### config.mk
export PLATFORM = sky130hd
export DESIGN_NAME = kb_event_sequencer
export DESIGN_NICKNAME = d
export VERILOG_FILES = /design/src/rtl/kb_pkg.sv /design/src/rtl/kb_event_fifo.sv /design/src/rtl/kb_event_sequencer.sv
export SDC_FILE = /design/constraint.sdc
export NUM_CORES = 1
export LEC_CHECK = 0
export BUFFER_PORTS_ARGS = -buffer_cell sky130_fd_sc_hd__buf_4
export CAP_MARGIN = 20
export CORE_ASPECT_RATIO = 1.1
export CORE_MARGIN = 1.5
export CORE_UTILIZATION = 55
export DETAILED_ROUTE_END_ITERATION = 16
export GPL_TIMING_DRIVEN = 0
export HOLD_SLACK_MARGIN = 0.06
export PLACE_DENSITY_LB_ADDON = 0.25
export SLEW_MARGIN = 20
export SYNTH_ARGS = -nofsm -noshare
export SYNTH_HDL_FRONTEND = slang
export SYNTH_SLANG_ARGS = --single-unit
### constraint.sdc
create_clock -name clk -period 3.1 [get_ports clk]
set_input_delay 0.62 -clock clk [delete_from_list [all_inputs] [get_ports clk]]
set_output_delay 0.62 -clock clk [all_outputs]
set_load 0.02 [all_outputs]
### src/rtl/kb_pkg.sv
// Shared types and scan-code constants for the keyboard event sequencer.
package kb_pkg;

    typedef enum logic [1:0] {
        IDLE   = 2'd0,
        POP    = 2'd1,
        DECODE = 2'd2
    } kb_state_e;

    localparam logic [7:0] PFX_EXT = 8'hE0;
    localparam logic [7:0] PFX_BRK = 8'hF0;
    localparam logic [7:0] LSHIFT  = 8'h12;
    localparam logic [7:0] RSHIFT  = 8'h59;
    localparam logic [7:0] CTRL    = 8'h14;
    localparam logic [7:0] ALT     = 8'h11;
    localparam logic [7:0] CAPS    = 8'h58;

    // mods packing is {CAPS, ALT, SHIFT, CTRL}
    typedef struct packed {
        logic [7:0] code;
        logic       ext;
        logic       brk;
        logic       rpt;
        logic [3:0] mods;
    } kb_event_t;

    function automatic logic is_modifier(input logic [7:0] c);
        return (c == LSHIFT) || (c == RSHIFT) || (c == CTRL) || (c == ALT);
    endfunction

endpackage

### src/rtl/kb_event_fifo.sv
// Synchronous FIFO of decoded key events; head entry is read straight from the storage registers.
module kb_event_fifo
    import kb_pkg::*;
#(
    parameter int DEPTH = 4
) (
    input  logic      clk,
    input  logic      rst_n,
    input  logic      push_i,
    input  kb_event_t din_i,
    input  logic      pop_i,
    output kb_event_t head_o,
    output logic      full_o,
    output logic      empty_o
);

    localparam int AW = (DEPTH > 1) ? $clog2(DEPTH) : 1;

    kb_event_t         mem_q [DEPTH];
    logic [AW-1:0]     wr_ptr_q;
    logic [AW-1:0]     rd_ptr_q;
    logic [AW:0]       count_q;
    logic              do_push;
    logic              do_pop;

    assign full_o  = (count_q == (AW+1)'(DEPTH));
    assign empty_o = (count_q == '0);
    assign do_push = push_i && !full_o;
    assign do_pop  = pop_i && !empty_o;
    assign head_o  = mem_q[rd_ptr_q];

    always_ff @(posedge clk or negedge rst_n) begin
        if (!rst_n) begin
            wr_ptr_q <= '0;
            rd_ptr_q <= '0;
            count_q  <= '0;
            for (int i = 0; i < DEPTH; i++) begin
                mem_q[i] <= '0;
            end
        end else begin
            if (do_push) begin
                mem_q[wr_ptr_q] <= din_i;
                wr_ptr_q        <= wr_ptr_q + 1'b1;
            end
            if (do_pop) begin
                rd_ptr_q <= rd_ptr_q + 1'b1;
            end
            case ({do_push, do_pop})
                2'b10:   count_q <= count_q + 1'b1;
                2'b01:   count_q <= count_q - 1'b1;
                default: count_q <= count_q;
            endcase
        end
    end

endmodule

### src/rtl/kb_event_sequencer.sv
// Drains the PS/2 raw byte FIFO, folds E0/F0 prefixes into key events, tracks modifiers/locks.
// Build option: define KB_REPEAT_FILTER_EN to drop typematic repeat makes entirely.
module kb_event_sequencer
    import kb_pkg::*;
#(
    parameter int EVQ_DEPTH = 4,
    parameter int CNT_W     = 8
) (
    input  logic             clk,
    input  logic             clrn,
    input  logic             kb_ready,
    input  logic [7:0]       kb_data,
    input  logic             kb_overflow,
    output logic             kb_nextdata_n,
    output logic             ev_valid,
    input  logic             ev_ready,
    output logic [7:0]       ev_code,
    output logic             ev_ext,
    output logic             ev_break,
    output logic             ev_repeat,
    output logic [3:0]       ev_mods,
    output logic [CNT_W-1:0] press_cnt,
    output logic             ovf_sticky,
    input  logic             ovf_clr
);

`ifdef KB_REPEAT_FILTER_EN
    localparam bit DROP_REPEATS = 1'b1;
`else
    localparam bit DROP_REPEATS = 1'b0;
`endif

    kb_state_e        state_q, state_d;
    logic [7:0]       byte_q, byte_d;
    logic             ext_pend_q, ext_pend_d;
    logic             brk_pend_q, brk_pend_d;
    logic [8:0]       held_q, held_d;
    logic             lshift_q, lshift_d;
    logic             rshift_q, rshift_d;
    logic             ctrl_q, ctrl_d;
    logic             alt_q, alt_d;
    logic             caps_q, caps_d;
    logic [CNT_W-1:0] press_cnt_q, press_cnt_d;
    logic             ovf_q, ovf_d;

    logic             is_rpt;
    logic [8:0]       key;
    logic             evq_push;
    kb_event_t        evq_din;
    kb_event_t        evq_head;
    logic             evq_full;
    logic             evq_empty;

    assign key = {ext_pend_q, byte_q};

    always_comb begin
        state_d     = state_q;
        byte_d      = byte_q;
        ext_pend_d  = ext_pend_q;
        brk_pend_d  = brk_pend_q;
        held_d      = held_q;
        lshift_d    = lshift_q;
        rshift_d    = rshift_q;
        ctrl_d      = ctrl_q;
        alt_d       = alt_q;
        caps_d      = caps_q;
        press_cnt_d = press_cnt_q;
        is_rpt      = 1'b0;
        evq_push    = 1'b0;
        evq_din     = '0;

        unique case (state_q)
            IDLE: begin
                // Never pop a raw byte unless there is room for the event it may produce.
                if (kb_ready && !evq_full) begin
                    byte_d  = kb_data;
                    state_d = POP;
                end
            end
            POP: begin
                state_d = DECODE;
            end
            DECODE: begin
                state_d = IDLE;
                if (byte_q == PFX_EXT) begin
                    ext_pend_d = 1'b1;
                end else if (byte_q == PFX_BRK) begin
                    brk_pend_d = 1'b1;
                end else begin
                    ext_pend_d = 1'b0;
                    brk_pend_d = 1'b0;
                    if (brk_pend_q) begin
                        if (key == held_q) held_d = '0;
                        if (byte_q == LSHIFT) lshift_d = 1'b0;
                        if (byte_q == RSHIFT) rshift_d = 1'b0;
                        if (byte_q == CTRL)   ctrl_d   = 1'b0;
                        if (byte_q == ALT)    alt_d    = 1'b0;
                        evq_push = 1'b1;
                    end else begin
                        is_rpt = (key == held_q);
                        if (!(is_rpt && DROP_REPEATS)) begin
                            if (byte_q == LSHIFT) lshift_d = 1'b1;
                            if (byte_q == RSHIFT) rshift_d = 1'b1;
                            if (byte_q == CTRL)   ctrl_d   = 1'b1;
                            if (byte_q == ALT)    alt_d    = 1'b1;
                            if (!is_rpt) begin
                                held_d = key;
                                if (byte_q == CAPS) begin
                                    caps_d = !caps_q;
                                end else if (!is_modifier(byte_q)) begin
                                    press_cnt_d = press_cnt_q + 1'b1;
                                end
                            end
                            evq_push = 1'b1;
                        end
                    end
                    // Snapshot is taken after this event's own modifier effect.
                    evq_din.code = byte_q;
                    evq_din.ext  = ext_pend_q;
                    evq_din.brk  = brk_pend_q;
                    evq_din.rpt  = is_rpt && !DROP_REPEATS;
                    evq_din.mods = {caps_d, alt_d, lshift_d | rshift_d, ctrl_d};
                end
            end
            default: begin
                state_d = IDLE;
            end
        endcase
    end

    // Overflow set has priority over a simultaneous clear.
    assign ovf_d = kb_overflow ? 1'b1 : (ovf_clr ? 1'b0 : ovf_q);

    always_ff @(posedge clk or negedge clrn) begin
        if (!clrn) begin
            state_q     <= IDLE;
            byte_q      <= '0;
            ext_pend_q  <= 1'b0;
            brk_pend_q  <= 1'b0;
            held_q      <= '0;
            lshift_q    <= 1'b0;
            rshift_q    <= 1'b0;
            ctrl_q      <= 1'b0;
            alt_q       <= 1'b0;
            caps_q      <= 1'b0;
            press_cnt_q <= '0;
            ovf_q       <= 1'b0;
        end else begin
            state_q     <= state_d;
            byte_q      <= byte_d;
            ext_pend_q  <= ext_pend_d;
            brk_pend_q  <= brk_pend_d;
            held_q      <= held_d;
            lshift_q    <= lshift_d;
            rshift_q    <= rshift_d;
            ctrl_q      <= ctrl_d;
            alt_q       <= alt_d;
            caps_q      <= caps_d;
            press_cnt_q <= press_cnt_d;
            ovf_q       <= ovf_d;
        end
    end

    kb_event_fifo #(
        .DEPTH (EVQ_DEPTH)
    ) u_evq (
        .clk     (clk),
        .rst_n   (clrn),
        .push_i  (evq_push),
        .din_i   (evq_din),
        .pop_i   (ev_ready),
        .head_o  (evq_head),
        .full_o  (evq_full),
        .empty_o (evq_empty)
    );

    assign kb_nextdata_n = (state_q != POP);
    assign ev_valid      = !evq_empty;
    assign ev_code       = evq_head.code;
    assign ev_ext        = evq_head.ext;
    assign ev_break      = evq_head.brk;
    assign ev_mods       = evq_head.mods;
    assign press_cnt     = press_cnt_q;
    assign ovf_sticky    = ovf_q;

`ifdef KB_REPEAT_FILTER_EN
    logic unused_rpt;
    assign unused_rpt = evq_head.rpt;
    assign ev_repeat  = 1'b0;
`else
    assign ev_repeat  = evq_head.rpt;
`endif

endmodule
==> flow_summary_export.csv <==
group,metric,value,unit
run_status,status,"finished clean",
synthesis,synth_common_cells,"dfrtp_1, nand2_1, o21ai_0",
sta,period_share,0.9388,
global_routing,antenna_found_initial,0,
routing,drt_iter0_markers,147,
floorplan,die_h,101.4,um
power,vdd_drop_max,0.5709,mV
placement,dp_hpwl,6929,um
global_routing,grt_usage,0.2383,
critical_path,cp.arrival,2290,ps
power,clkPwrFrac,0.155,
global_routing,grt_pass1_vias,3424,
sta,drv_slew,0,
floorplan,fp.dieW,92.45,um
synthesis,syn_inst,425,
synthesis,syn_nets,446,
routing,vias,3349,
sta,fmaxAchievable,343.6,MHz
synthesis,yosysMostFrequentCell,"dfrtp_1",
critical_path,worstSetupEndpointType,"output pin",
sta,worstMarginPinSlew,889.5,ps
synthesis,yosys_register_bits,102,
clocking,cts_buffer_depth,2,
sta,layout_min_cycle_time,2910,ps
critical_path,path_class,"register to output pin",
clocking,cts_buffers,9,
routing,routedWlPerCell,17.14,um
global_routing,overflow,0,
clocking,clock_latency,370,ps
synthesis,synth_top_area_share,0.5273,
synthesis,synth_area,4841,um^2
critical_path,critPathBufInv,3,
critical_path,critPathMaxFanout,10,
power,p_leak,2.577,nW
global_routing,grt_max_degree,103,
power,internal-power,3.284,mW
routing,post-route-drc-count,0,
final_layout,nets,495,
hold_path,hold_path_class,"primary input to asynchronous set/reset pin",
clocking,clock-sinks,102,
power,comb_power_share,0.446,
clocking,cts_max_level,3,
synthesis,synth_area_leaders,"dfrtp_1, mux4_2, nand2_1, mux2_2, o21ai_0",
synthesis,postSynthAreaPerCell,11.39,um^2
global_routing,grt_pass1_wl,17000,um
routing,viasPerCell,5.676,
critical_path,crit_family,"buffers and inverters",
sta,grt_setup_unrepaired,"false",
synthesis,synth_cell_types,47,
synthesis,synth_seq_area_share,0.5273,
final_layout,drive_gt1_frac,0.2380,
clocking,tritoncts,"done",
power,power_switching,2.223,mW
placement,gp_congestion,0.8918,
floorplan,ios,40,
power,p_sw_frac,0.4037,
synthesis,synth_edf_count,0,
flow_run,drv_cap,0,
synthesis,synth_top_area_cell,"dfrtp_1",
critical_path,max_stage_delay,570,ps
sta,finClkSkew,11.38,ps
synthesis,async_flop_share,1.000,
sta,report.final.setup_viol,0,
synthesis,synthFlopType,"dfrtp_1",
critical_path,crit_slowest_cell,"clkbuf_1",
routing,routed_wl,10110,um
sta,hold_viol,0,
critical_path,path_cells,"clkbuf_1 > clkbuf_1 > mux4_2 > buf_4",
sta,maxSlewHeadroom,0.4070,
synthesis,synth_warnings,0,
clocking,cts_root_buffer,"clkbuf_8",
placement,dp.cells,575,
clocking,cts-hold-fix-buffers,0,
placement,io_buffers,39,
critical_path,crit_required,2480,ps
final_layout,final_cells,590,
clocking,cts.clk_slew.worst_paths,100,ps
floorplan,start_util,0.5728,
power,power_frac_seq,0.399,
final_layout,diodes,0,
floorplan,rows,35,
floorplan,core_region_area,8452,um^2
clocking,cts_resized,0,
routing,drtPass1Iterations,4,
critical_path,cp_common_cell,"clkbuf_1",
final_layout,area_growth,13.03,%
routing,ant_nets,0,
clocking,cts_setup_buffers,0,
floorplan,die-area,9374,um^2
critical_path,setup.worst_path.start_class,"register",
sta,final.setup.tns,0,ps
power,powerDensity,1006,nW/um^2
[cell families (layout without fill, tap and decap cells)]
logic type / Yosys count / count (layout) / synth area share
xor gates and xnor gates: 25 / 25 / 0.04523
and+or+nand+nor: 138 / 138 / 0.1434
muxes: 41 / 41 / 0.1290
buffers and inverters: 39 / 93 / 0.03593
AOI/OAI and AO/OA: 73 / 73 / 0.09951
adders and majority gates: 7 / 7 / 0.01964
DFF: 102 / 102 / 0.5273
[layout by cell type (no fill, tap or decap), drive strengths merged, types with 2 or more instances in the layout]
master,count
dfrtp,102
nor2b,10
and3,7
nor4,7
and2,2
a21oi,7
ha,6
inv,12
clkbuf,24
nand4,3
buf,51
nand2,81
xor2,21
o2bb2ai,4
a31oi,5
mux4,15
nor4b,2
nor3b,2
a221o,5
nor3,5
mux2i,5
xnor2,4
nor2,8
o21ai,45
clkinv,4
mux2,21
nand3,5
[path summary, 6_finish.rpt]
path	start	to	slack, ps	cells past startpoint
min in group clk	kb_overflow	ovf_sticky$_DFFE_PN0P_	430	2
worst max-delay path	u_evq.rd_ptr_q[1]$_DFFE_PN0P_	ev_mods[1]	190	4
max in group asynchronous	clrn	u_evq.mem_q[2]$_DFFE_PN0P_	2160	1
worst min register to register	u_evq.count_q[2]$_DFFE_PN0P_	u_evq.count_q[2]$_DFFE_PN0P_	480	1
worst min-delay path	clrn	ovf_sticky$_DFFE_PN0P_	330	1
worst max register to register	byte_q[0]$_DFFE_PN0P_	u_evq.count_q[2]$_DFFE_PN0P_	670	10
[cell type report]
cell class / instances / area [um^2]
repair buffers: 39 / 296.5
plain buffers: 26 / 125.1
fillers: 653 / 2980
inverters: 12 / 45.04
well taps: 111 / 138.9
flip-flops and latches: 102 / 2552
clock buffers: 10 / 127.6
multi-input cells: 284 / 2115
clock inverters: 6 / 71.32
[metal layers]
| layer | track usage | part of all wire | up-vias |
|---|---|---|---|
| met1 | 0.3147 | 0.42 | 1668 |
| met5 | 0 | 0 | - |
| li1 | - | - | 1580 |
| met2 | 0.4061 | 0.51 | 86 |
| met4 | 0.08757 | 0.020 | 0 |
| met3 | 0.03228 | 0.047 | 15 |
[worst register-to-register path: cells and delay by family, from the launching register on]
| family | cells | cell delay (ps) |
|---|---|---|
| simple gates | 2 | 480 |
| buf+inv | 3 | 380 |
| flops | 1 | 410 |
| compound gates | 1 | 220 |
| xor+xnor | 2 | 310 |
| fa+ha+maj | 2 | 560 |
[metrics by stage]
step / power (mW) / utilization / worst slack, ps / instance area (um^2) / hold slack, ps
floorplan: 3.925 / - / 815.0 / 4841 / 324.4
global placement: 4.576 / 0.6238 / 390.9 / 5273 / 456.5
detailed placement: 4.687 / 0.6243 / 363.3 / 5276 / 466.2
CTS: 5.543 / 0.6474 / 160.0 / 5472 / 379.2
global route: 5.874 / 0.6474 / 75.16 / 5472 / 419.1
finish: 5.507 / 0.6474 / 189.7 / 5472 / 327.1
[power groups by stage]
stage	Clock [mW]	Combinational [mW]	Sequential, mW
2_1_floorplan	0	1.80	2.13
3_3_place_gp	0	2.43	2.15
3_5_place_dp	0	2.50	2.19
4_1_cts	0.866	2.48	2.20
5_1_grt	0.913	2.69	2.27
6_report	0.852	2.46	2.20
[sequential cells by signal, summed over array words and instances (netlist names), 2 cells and up]
signal / flops
u_evq.wr_ptr_q: 2
state_q: 2
u_evq.mem_q: 60
u_evq.count_q: 3
byte_q: 8
held_q: 9
u_evq.rd_ptr_q: 2
press_cnt: 8
No activity file was read; power rests on OpenSTA's default activity.
